--- src/rtl/instr_fetch_pkg.sv ---
// Shared types and constants for the instruction fetch unit.
package instr_fetch_pkg;

    localparam int PC_W    = 8;
    localparam int INSTR_W = 16;

    // All-zero word: the NOP encoding and the ROM fill for unprogrammed addresses.
    localparam logic [INSTR_W-1:0] NOP_WORD = 16'h0000;

    typedef enum logic {
        RUN  = 1'b0,
        HALT = 1'b1
    } fetch_state_e;

    // One prefetch queue slot: the word plus the address it came from.
    typedef struct packed {
        logic [PC_W-1:0]    pc;
        logic [INSTR_W-1:0] instr;
    } fetch_entry_t;

endpackage

--- src/rtl/instr_fetch_if.sv ---
// Fetch-side bus: ROM address/data, the decode handshake and the execute-stage
// redirect/halt controls. The master side is the fetch unit.
interface instr_fetch_if #(
    parameter int PC_W    = instr_fetch_pkg::PC_W,
    parameter int INSTR_W = instr_fetch_pkg::INSTR_W
);
    logic [PC_W-1:0]    rom_addr;
    logic [INSTR_W-1:0] rom_data;
    logic [INSTR_W-1:0] instr;
    logic [PC_W-1:0]    instr_pc;
    logic               instr_valid;
    logic               instr_ready;
    logic               redirect;
    logic [PC_W-1:0]    redirect_pc;
    logic               halt;

    modport master (
        output rom_addr, instr, instr_pc, instr_valid,
        input  rom_data, instr_ready, redirect, redirect_pc, halt
    );

    modport slave (
        input  rom_addr, instr, instr_pc, instr_valid,
        output rom_data, instr_ready, redirect, redirect_pc, halt
    );
endinterface

--- src/rtl/instr_fetch_fetch_queue.sv ---
// fetch_queue: synchronous FIFO of DEPTH fetch entries. Flush empties it and
// overrides any push/pop in the same cycle. A push while full is accepted
// only together with a pop, so full-rate streaming needs no spare slot.
module fetch_queue
    import instr_fetch_pkg::*;
#(
    parameter int DEPTH = 2
) (
    input  logic         clk,
    input  logic         rst,
    input  logic         flush,
    input  logic         push,
    input  logic         pop,
    input  fetch_entry_t wdata,
    output fetch_entry_t head,
    output logic         full,
    output logic         empty
);
    localparam int AW = (DEPTH > 1) ? $clog2(DEPTH) : 1;
    localparam int CW = $clog2(DEPTH + 1);

    fetch_entry_t      mem [DEPTH];
    logic [AW-1:0]     rd_ptr;
    logic [AW-1:0]     wr_ptr;
    logic [CW-1:0]     count;
    logic              do_push;
    logic              do_pop;

    // Pointers wrap explicitly so non-power-of-two depths work.
    function automatic logic [AW-1:0] bump(input logic [AW-1:0] p);
        return (p == AW'(DEPTH - 1)) ? '0 : p + AW'(1);
    endfunction

    assign full    = (count == CW'(DEPTH));
    assign empty   = (count == '0);
    assign do_pop  = pop & ~empty;
    assign do_push = push & (~full | do_pop);
    assign head    = mem[rd_ptr];

    // Storage write; no reset needed because count gates visibility.
    always_ff @(posedge clk) begin
        if (do_push && !flush)
            mem[wr_ptr] <= wdata;
    end

    // Pointer and occupancy bookkeeping; flush behaves like a local reset.
    always_ff @(posedge clk) begin
        if (rst || flush) begin
            rd_ptr <= '0;
            wr_ptr <= '0;
            count  <= '0;
        end else begin
            if (do_push) wr_ptr <= bump(wr_ptr);
            if (do_pop)  rd_ptr <= bump(rd_ptr);
            case ({do_push, do_pop})
                2'b10:   count <= count + CW'(1);
                2'b01:   count <= count - CW'(1);
                default: count <= count;
            endcase
        end
    end
endmodule

--- src/rtl/instr_fetch.sv ---
// instr_fetch: owns the fetch PC, reads the combinational instruction ROM and
// feeds decoded-order words to decode through a small prefetch queue.
// Optional build macro SKIP_NOP_EN: when defined, all-zero (NOP) words are
// fetched past without being enqueued.
module instr_fetch
    import instr_fetch_pkg::*;
#(
    parameter int              PC_W     = instr_fetch_pkg::PC_W,
    parameter int              INSTR_W  = instr_fetch_pkg::INSTR_W,
    parameter logic [PC_W-1:0] RESET_PC = '0,
    parameter int              DEPTH    = 2
) (
    input  logic          clk,
    input  logic          rst,
    instr_fetch_if.master bus
);
    localparam logic [0:0] ST_RUN  = 1'(RUN);
    localparam logic [0:0] ST_HALT = 1'(HALT);

    logic [PC_W-1:0] fpc;
    logic [0:0]      state;
    logic            q_full;
    logic            q_empty;
    logic            pop;
    logic            fetch;
    logic            push;
    fetch_entry_t    entry;
    fetch_entry_t    head;

    // A fetch slot exists when running, not redirected, and the queue has
    // room now or frees a slot this cycle.
    assign pop   = ~q_empty & bus.instr_ready;
    assign fetch = (state == ST_RUN) & ~bus.halt & ~bus.redirect & (~q_full | pop);

`ifdef SKIP_NOP_EN
    assign push = fetch & (bus.rom_data != INSTR_W'(NOP_WORD));
`else
    assign push = fetch;
`endif

    // Pack the current fetch address with its ROM word.
    always_comb begin
        entry       = '0;
        entry.pc    = fpc;
        entry.instr = bus.rom_data;
    end

    fetch_queue #(.DEPTH(DEPTH)) u_queue (
        .clk   (clk),
        .rst   (rst),
        .flush (bus.redirect),
        .push  (push),
        .pop   (pop),
        .wdata (entry),
        .head  (head),
        .full  (q_full),
        .empty (q_empty)
    );

    // Fetch PC: redirect target wins, otherwise advance on every fetch slot
    // (including skipped NOPs) and wrap naturally at 2**PC_W.
    always_ff @(posedge clk) begin
        if (rst)
            fpc <= RESET_PC;
        else if (bus.redirect)
            fpc <= bus.redirect_pc;
        else if (fetch)
            fpc <= fpc + PC_W'(1);
    end

    // RUN/HALT follows the halt level; a redirect taken while halted keeps us halted.
    always_ff @(posedge clk) begin
        if (rst)
            state <= ST_RUN;
        else if (bus.redirect && state == ST_HALT)
            state <= ST_HALT;
        else
            state <= bus.halt ? ST_HALT : ST_RUN;
    end

    assign bus.rom_addr    = fpc;
    assign bus.instr_valid = ~q_empty;
    assign bus.instr       = q_empty ? '0 : head.instr;
    assign bus.instr_pc    = q_empty ? '0 : head.pc;
endmodule
--- src/flat_wrapper.sv ---
// flat-port wrapper written by rule: the top's interface ports become plain ports
module instr_fetch_flat import instr_fetch_pkg::*;
#(
    parameter int              PC_W     = instr_fetch_pkg::PC_W,
    parameter int              INSTR_W  = instr_fetch_pkg::INSTR_W,
    parameter logic [PC_W-1:0] RESET_PC = '0,
    parameter int              DEPTH    = 2
)
  (clk, rst, bus_rom_addr, bus_instr, bus_instr_pc, bus_instr_valid, bus_rom_data, bus_instr_ready, bus_redirect, bus_redirect_pc, bus_halt);
  instr_fetch_if #(.PC_W(PC_W), .INSTR_W(INSTR_W)) bus_i ();
  input  logic clk;
  input  logic rst;
  output wire logic [$bits(bus_i.rom_addr)-1:0] bus_rom_addr;
  output wire logic [$bits(bus_i.instr)-1:0] bus_instr;
  output wire logic [$bits(bus_i.instr_pc)-1:0] bus_instr_pc;
  output wire logic [$bits(bus_i.instr_valid)-1:0] bus_instr_valid;
  input wire logic [$bits(bus_i.rom_data)-1:0] bus_rom_data;
  input wire logic [$bits(bus_i.instr_ready)-1:0] bus_instr_ready;
  input wire logic [$bits(bus_i.redirect)-1:0] bus_redirect;
  input wire logic [$bits(bus_i.redirect_pc)-1:0] bus_redirect_pc;
  input wire logic [$bits(bus_i.halt)-1:0] bus_halt;
  assign bus_rom_addr = bus_i.rom_addr;
  assign bus_instr = bus_i.instr;
  assign bus_instr_pc = bus_i.instr_pc;
  assign bus_instr_valid = bus_i.instr_valid;
  assign bus_i.rom_data = bus_rom_data;
  assign bus_i.instr_ready = bus_instr_ready;
  assign bus_i.redirect = bus_redirect;
  assign bus_i.redirect_pc = bus_redirect_pc;
  assign bus_i.halt = bus_halt;
  instr_fetch #(.PC_W(PC_W), .INSTR_W(INSTR_W), .RESET_PC(RESET_PC), .DEPTH(DEPTH)) u_core (.clk(clk), .rst(rst), .bus(bus_i));
endmodule
--- config.mk ---
export PLATFORM = sky130hd
export DESIGN_NAME = instr_fetch_flat
export DESIGN_NICKNAME = d
export VERILOG_FILES = /design/src/rtl/instr_fetch_pkg.sv /design/src/rtl/instr_fetch_if.sv /design/src/rtl/instr_fetch_fetch_queue.sv /design/src/rtl/instr_fetch.sv /design/src/flat_wrapper.sv
export SDC_FILE = /design/constraint.sdc
export NUM_CORES = 1
export LEC_CHECK = 0
export ABC_CLOCK_PERIOD_IN_PS = 2200
export BUFFER_PORTS_ARGS = -buffer_cell sky130_fd_sc_hd__buf_4
export CELL_PAD_IN_SITES_DETAIL_PLACEMENT = 1
export CELL_PAD_IN_SITES_GLOBAL_PLACEMENT = 2
export CORE_MARGIN = 5
export CORE_UTILIZATION = 31
export CTS_BUF_LIST = sky130_fd_sc_hd__clkbuf_8 sky130_fd_sc_hd__clkbuf_16
export CTS_CLUSTER_DIAMETER = 30
export DETAILED_ROUTE_END_ITERATION = 8
export PLACE_DENSITY_LB_ADDON = 0.1
export SLEW_MARGIN = 20
export SYNTH_ARGS = -nofsm -noshare
export SYNTH_HDL_FRONTEND = slang
export SYNTH_SLANG_ARGS = --single-unit
--- constraint.sdc ---
create_clock -name clk -period 2.2 [get_ports clk]
set_input_delay 0.22 -clock clk [delete_from_list [all_inputs] [get_ports clk]]
set_output_delay 0.22 -clock clk [all_outputs]
set_load 0.01 [all_outputs]
* Yosys cells after proc, flatten, opt, wreduce, memory -nomap -nowiden
Memory sizes are Yosys's and may differ from the RTL's. A register that Yosys moved wholly into a read port is not among the register bits.
Cells that the tools add are included.
** Word-level totals
- Memories kept :: 1
- Output and inout bits :: 33
- Bits in writable memories :: 48
- Word-level logic and storage cells :: 47
- Register bits :: 13
** Operators by class
- $add $sub $neg :: 5
- Multiplexer cells :: 13
- Bitwise logic cells :: 13
- Eq/ne operators :: 3
- Reduce and logical (&&, ||, !) cells :: 7
** Memories
- u_core.u_queue.mem :: words 2, width 24, rd ports 1, clocked after Yosys merged registers in 1, wr ports 1, RTL line instr_fetch_fetch_queue.sv:22 : fetch_entry_t mem [DEPTH];
** Operators with widths (count)
- $mux 8 :: 3
- $mux 16 :: 1
- $add 8x1->8 const B :: 1
- $mux 1 :: 8
- $and 1x1->1 :: 6
- $not 1->1 :: 5
- $eq 2x2->1 const B :: 2
- $pmux 2 s2 :: 1
- $reduce_bool 2->1 :: 2
- $add 1x1->1 const B :: 2
- $add 2x1->2 const B :: 1
- $eq 2x1->1 const B :: 1
- $logic_and 1x1->1 :: 2
- $logic_not 2->1 :: 1
- $or 1x1->1 :: 2
- $sub 2x1->2 const B :: 1
- $logic_not 1->1 :: 1
- $logic_or 1x1->1 :: 1

* Depth between registers and ports, before layout
- Depth in word-level cells :: 9
- Gate-level depth with buffers :: 10

* Modules after synthesis
From an unflattened synthesis, not the netlist that was laid out.
** Unflattened totals
- Cell total of the unflattened synthesis :: 191
- Area, all modules :: 2638.8 µm²
** Modules (own cells, without submodules)
- fetch_queue :: cells each 104, times used 1, area each 1988.2 µm², sequential area each 1541.5 µm²
- instr_fetch :: cells each 87, times used 1, area each 650.6 µm², sequential area each 180.2 µm²

* Worst setup path before layout
Ideal clock, no wire load.
- Path kind :: reg2reg
- Start point :: register u_core.u_queue.count[1]
- End point :: memory u_core.u_queue.mem[0][0] (netlist name), enable pin
- Library setup time :: 0.405 ns
- Cell stages (with the launch flop) :: 6
- Setup slack :: -0.119 ns
- Arrival time :: 1.915 ns
- Buffers on the path :: 1
- Period minus slack after synthesis :: 2.319 ns
- Cells stage by stage :: dfxtp_1 > or3b_4 > and3_1 > buf_4 > inv_4 > nor2_1
** Between the ends
- Cells in the longest elaborated chain, start to end :: 9
- Elaborated cells between the ends (all ways) :: 13
- Those cells by class :: 1 x eq/ne; 2 x mux; 8 x bitwise; 2 x reduce/logical
** Ends and longest elaborated chain
- start: declaration :: RTL line instr_fetch_fetch_queue.sv:25 : logic [CW-1:0] count;
- start signal: assignment :: RTL line instr_fetch_fetch_queue.sv:56 : 2'b10: count <= count + CW'(1);
- start signal: assignment :: RTL line instr_fetch_fetch_queue.sv:57 : 2'b01: count <= count - CW'(1);
- start signal: assignment :: RTL line instr_fetch_fetch_queue.sv:58 : default: count <= count;
- $logic_not 2->1 :: RTL line instr_fetch_fetch_queue.sv:35 : assign empty = (count == '0);
- $not 1->1 :: RTL line instr_fetch_fetch_queue.sv:36, instr_fetch.sv:32
- $and 1x1->1 :: RTL line instr_fetch.sv:32 : assign pop = ~q_empty & bus.instr_ready;
- $or 1x1->1 / $and 1x1->1 (equally long branches) :: RTL line instr_fetch.sv:33, instr_fetch_fetch_queue.sv:36
- $and 1x1->1 / $or 1x1->1 (equally long branches) :: RTL line instr_fetch.sv:33, instr_fetch_fetch_queue.sv:37
- $and 1x1->1 * :: RTL line instr_fetch_fetch_queue.sv:37 : assign do_push = push & (~full | do_pop);
- $logic_and 1x1->1 * :: RTL line instr_fetch_fetch_queue.sv:42 : if (do_push && !flush)
- $mux 1 * :: RTL line instr_fetch_fetch_queue.sv:42
- $mux 1 (not written as such) * :: RTL line instr_fetch_fetch_queue.sv:43 : mem[wr_ptr] <= wdata;
- end: declaration :: RTL line instr_fetch_fetch_queue.sv:22
Mark *: on every way between the ends. The rest lies on a longest branch, timed or not.

* Final worst setup path
- Start point :: register u_core.u_queue.count[0]
- End point :: register u_core.u_queue.count[1]
** Between the ends
- Cells in the longest elaborated chain, start to end :: 8
- Elaborated cells between the ends (all ways) :: 16
- Those cells by class :: 2 x add/sub; 3 x eq/ne; 1 x mux; 8 x bitwise; 2 x reduce/logical
** Ends and longest elaborated chain
- $logic_not 2->1 :: RTL line instr_fetch_fetch_queue.sv:35
- $not 1->1 :: RTL line instr_fetch_fetch_queue.sv:36, instr_fetch.sv:32
- $and 1x1->1 :: RTL line instr_fetch.sv:32
- $or 1x1->1 / $and 1x1->1 (equally long branches) :: RTL line instr_fetch.sv:33, instr_fetch_fetch_queue.sv:36
- $and 1x1->1 / $or 1x1->1 (equally long branches) :: RTL line instr_fetch.sv:33, instr_fetch_fetch_queue.sv:37
- $and 1x1->1 :: RTL line instr_fetch_fetch_queue.sv:37
- $eq 2x1->1 / $eq 2x2->1 (equally long branches) :: RTL line instr_fetch_fetch_queue.sv:55 : case ({do_push, do_pop})
- $pmux 2 s2 / $reduce_bool 2->1 (equally long branches)
Parallel ways exist; a longest one is shown, timed or not.
A chain may end at the register's enable or synchronous reset.

==> reports/metrics.cfg <==
[outcome]
status = complete, no violations

[place]
routabilityCongestion = 0.7232
hpwl_um = 3718
portBuffers = 61
post_dp_cell_area_um2 = 3122

[power_and_ir_drop]
ir_drop_uv = 294.2
intPower_w = 0.002138
combPwrFrac_pct = 7.6
switching_share_pct = 20.14
power.density_nw_per_um2 = 799.1
p_leak_nw = 1.241
p_sw_w = 0.0005393
seqPwrFrac_pct = 49.4
clockPowerShare_pct = 43.0

[clock_network]
cts_buffer_depth = 2
root_buffer = clkbuf_8
cts_made_buffers = 9
tritoncts = built
htreeDepth = 3
post_cts_buffers = 0
postCtsResizedCells = 0
cts.sinks = 62
clkTransAtPathRegs_ps = 70
clk_latency_ps = 320
cts_hold_buffers = 0

[cells_and_area]
syn_to_final_growth_pct = 33.57
layout_commonest_cell = buf_4
layout_common_cells = buf_4, edfxtp_1, nor2_1
nets = 286
fill_cells = 851
utilization_pct = 42.92
finalInstanceArea_um2 = 3351
register_area_um2 = 1722
multi_input_area_um2 = 719.4
drive_gt1_share_pct = 32.31
antennaDiodeCount = 0

[global_route]
grt_use_total_pct = 11.20
grt_pass1_wl_um = 8556
grt_pass1_vias = 1732
grt_max_degree = 26
gr-total-overflow = 0
antenna_found_initial = 0

[setup_path]
endpoint_kind = flop
criticalPathCategory = flop to flop
r2r_cells = 7
cp_data_arrival_time_ps = 2190
required_ps = 2410
critPathMaxFanout = 9
setup.worst_path.start_class = flop

[sta]
worst_pin_slew_ps = 402.6
min_period_over_period_pct = 90.23
setup_violations = 0
slew_headroom_pct = 73.16
fin_crit_ps = 1985
rsz0062_at_grt = false
fin_skew_ps = 5.289
max_freq_ghz = 0.5037
setup-tns-final_ps = 0
hold_viol_final = 0
final_max_slew_viol_count = 0

[logic_synthesis]
synth-edff-count = 48
ys_seq_area_share_pct = 68.63
avgSynthCellArea_um2 = 13.42
synth_warnings = 0
yosys_register_bits = 62
synth_ff_type = edfxtp_1
syn_nets = 218
netlist-cell-type-count = 38
async_flop_share_pct = 0
syn_area_um2 = 2509
syn_inst = 187

[worst_hold_path]
holdPathStages = 1
hp-class = primary input to flop

[floorplan]
die-height_um = 99.96
start_util_pct = 32.13
ios = 62
rows = 32
dieArea_um2 = 9991
core_area_um2 = 7807
die_w_um = 99.96

[routing]
first_pass_iters = 4
route.vias.total = 1628
drtIter0Drc = 27
antenna_left = 0
drt_wl_total_um = 5414
vias_per_cell = 4.497
wl_per_cell_um = 14.96
route.detailed.drc = 0

[flow_run]
maxCapViolCount = 0

final timing paths:
| path | from | endpoint | slack, ps |
|---|---|---|---|
| max | u_core.u_queue.count[0] | u_core.u_queue.count[1] | 210 |
| min | bus_rom_data[0] | u_core.u_queue.mem[0][0] | 80 |
| max reg2reg | u_core.u_queue.count[0] | u_core.u_queue.count[1] | 210 |
| min reg2reg | u_core.state | u_core.state | 500 |
layout make-up:
type                            count  share of cell area (%)
Clock buffer                        9                   3.697
Sequential cell                    62                   51.38
Tap cell                          102                   3.809
Inverter                            8                  0.9709
Multi-Input combinational cell    108                   21.47
Timing Repair Buffer               66                   15.53
Clock inverter                      7                   3.137
Yosys cell counts, types with 3 or more instances:
cell type | number | area (um^2)
clkbuf_1 | 6 | 22.52
nand3_1 | 3 | 15.01
nor2_1 | 33 | 123.9
edfxtp_1 | 48 | 1441
nand2_1 | 5 | 18.77
xnor2_1 | 4 | 35.03
nor3_1 | 5 | 25.02
dfxtp_1 | 14 | 280.3
mux2i_1 | 24 | 240.2
inv_1 | 6 | 22.52
a21oi_1 | 7 | 35.03
sequential cells by signal (all words and copies together), names as in the netlist, named ones only:
signal / cells
u_core.u_queue.count: 2
u_core.state: 1
u_core.u_queue.wr_ptr: 1
u_core.bus.rom_addr: 8
u_core.u_queue.mem: 48
u_core.u_queue.rd_ptr: 1
per-layer routing:
metal  global-route usage [%]  part of all wire, %  up-vias
met5                        0                    0        -
met4                    5.672                 0.57        0
met3                    2.988                  5.9        4
met2                    17.96                   49       36
met1                    13.88                   44      767
li1                         -                    -      821
cells by family (layout without fill, tap and decap cells):
group / count (synthesis) / in the layout / share of synthesized area, %
adder cells (fa/ha/maj): 2 / 2 / 0.9973
flip-flops: 62 / 62 / 68.63
buffers and inverters: 17 / 90 / 2.893
XOR/XNOR: 5 / 5 / 1.746
AND/OR/NAND/NOR: 54 / 54 / 9.526
AO/OA/AOI/OAI: 23 / 23 / 6.634
multiplexers: 24 / 24 / 9.576
critical path: stages, from the launching register on:
cell     delay, ps
dfxtp_1        360
or3b_4         430
and3_1         310
inv_4          160
ha_1           270
nor2_1         140
xnor2_1        130
nor3_1          60
per-stage QoR:
step	hold WS, ps	worst slack, ps	power [W]	cells
2_1_floorplan	318.9	287.9	0.001439	187
6_report	80.29	214.9	0.002677	362
5_1_grt	56.36	117.5	0.002781	362
3_3_place_gp	406.5	288.4	0.001554	346
3_5_place_dp	409.5	232.8	0.001556	346
4_1_cts	58.22	220.3	0.002717	362
power groups by stage:
stage | clock network, W | logic, W | registers (W)
floorplan | 0 | 0.0000916 | 0.00135
global placement | 0 | 0.000206 | 0.00135
detailed placement | 0 | 0.000208 | 0.00135
CTS | 0.00119 | 0.000208 | 0.00132
global route | 0.00123 | 0.000225 | 0.00133
finish | 0.00115 | 0.000203 | 0.00132
(Power assumes the default switching activity.)
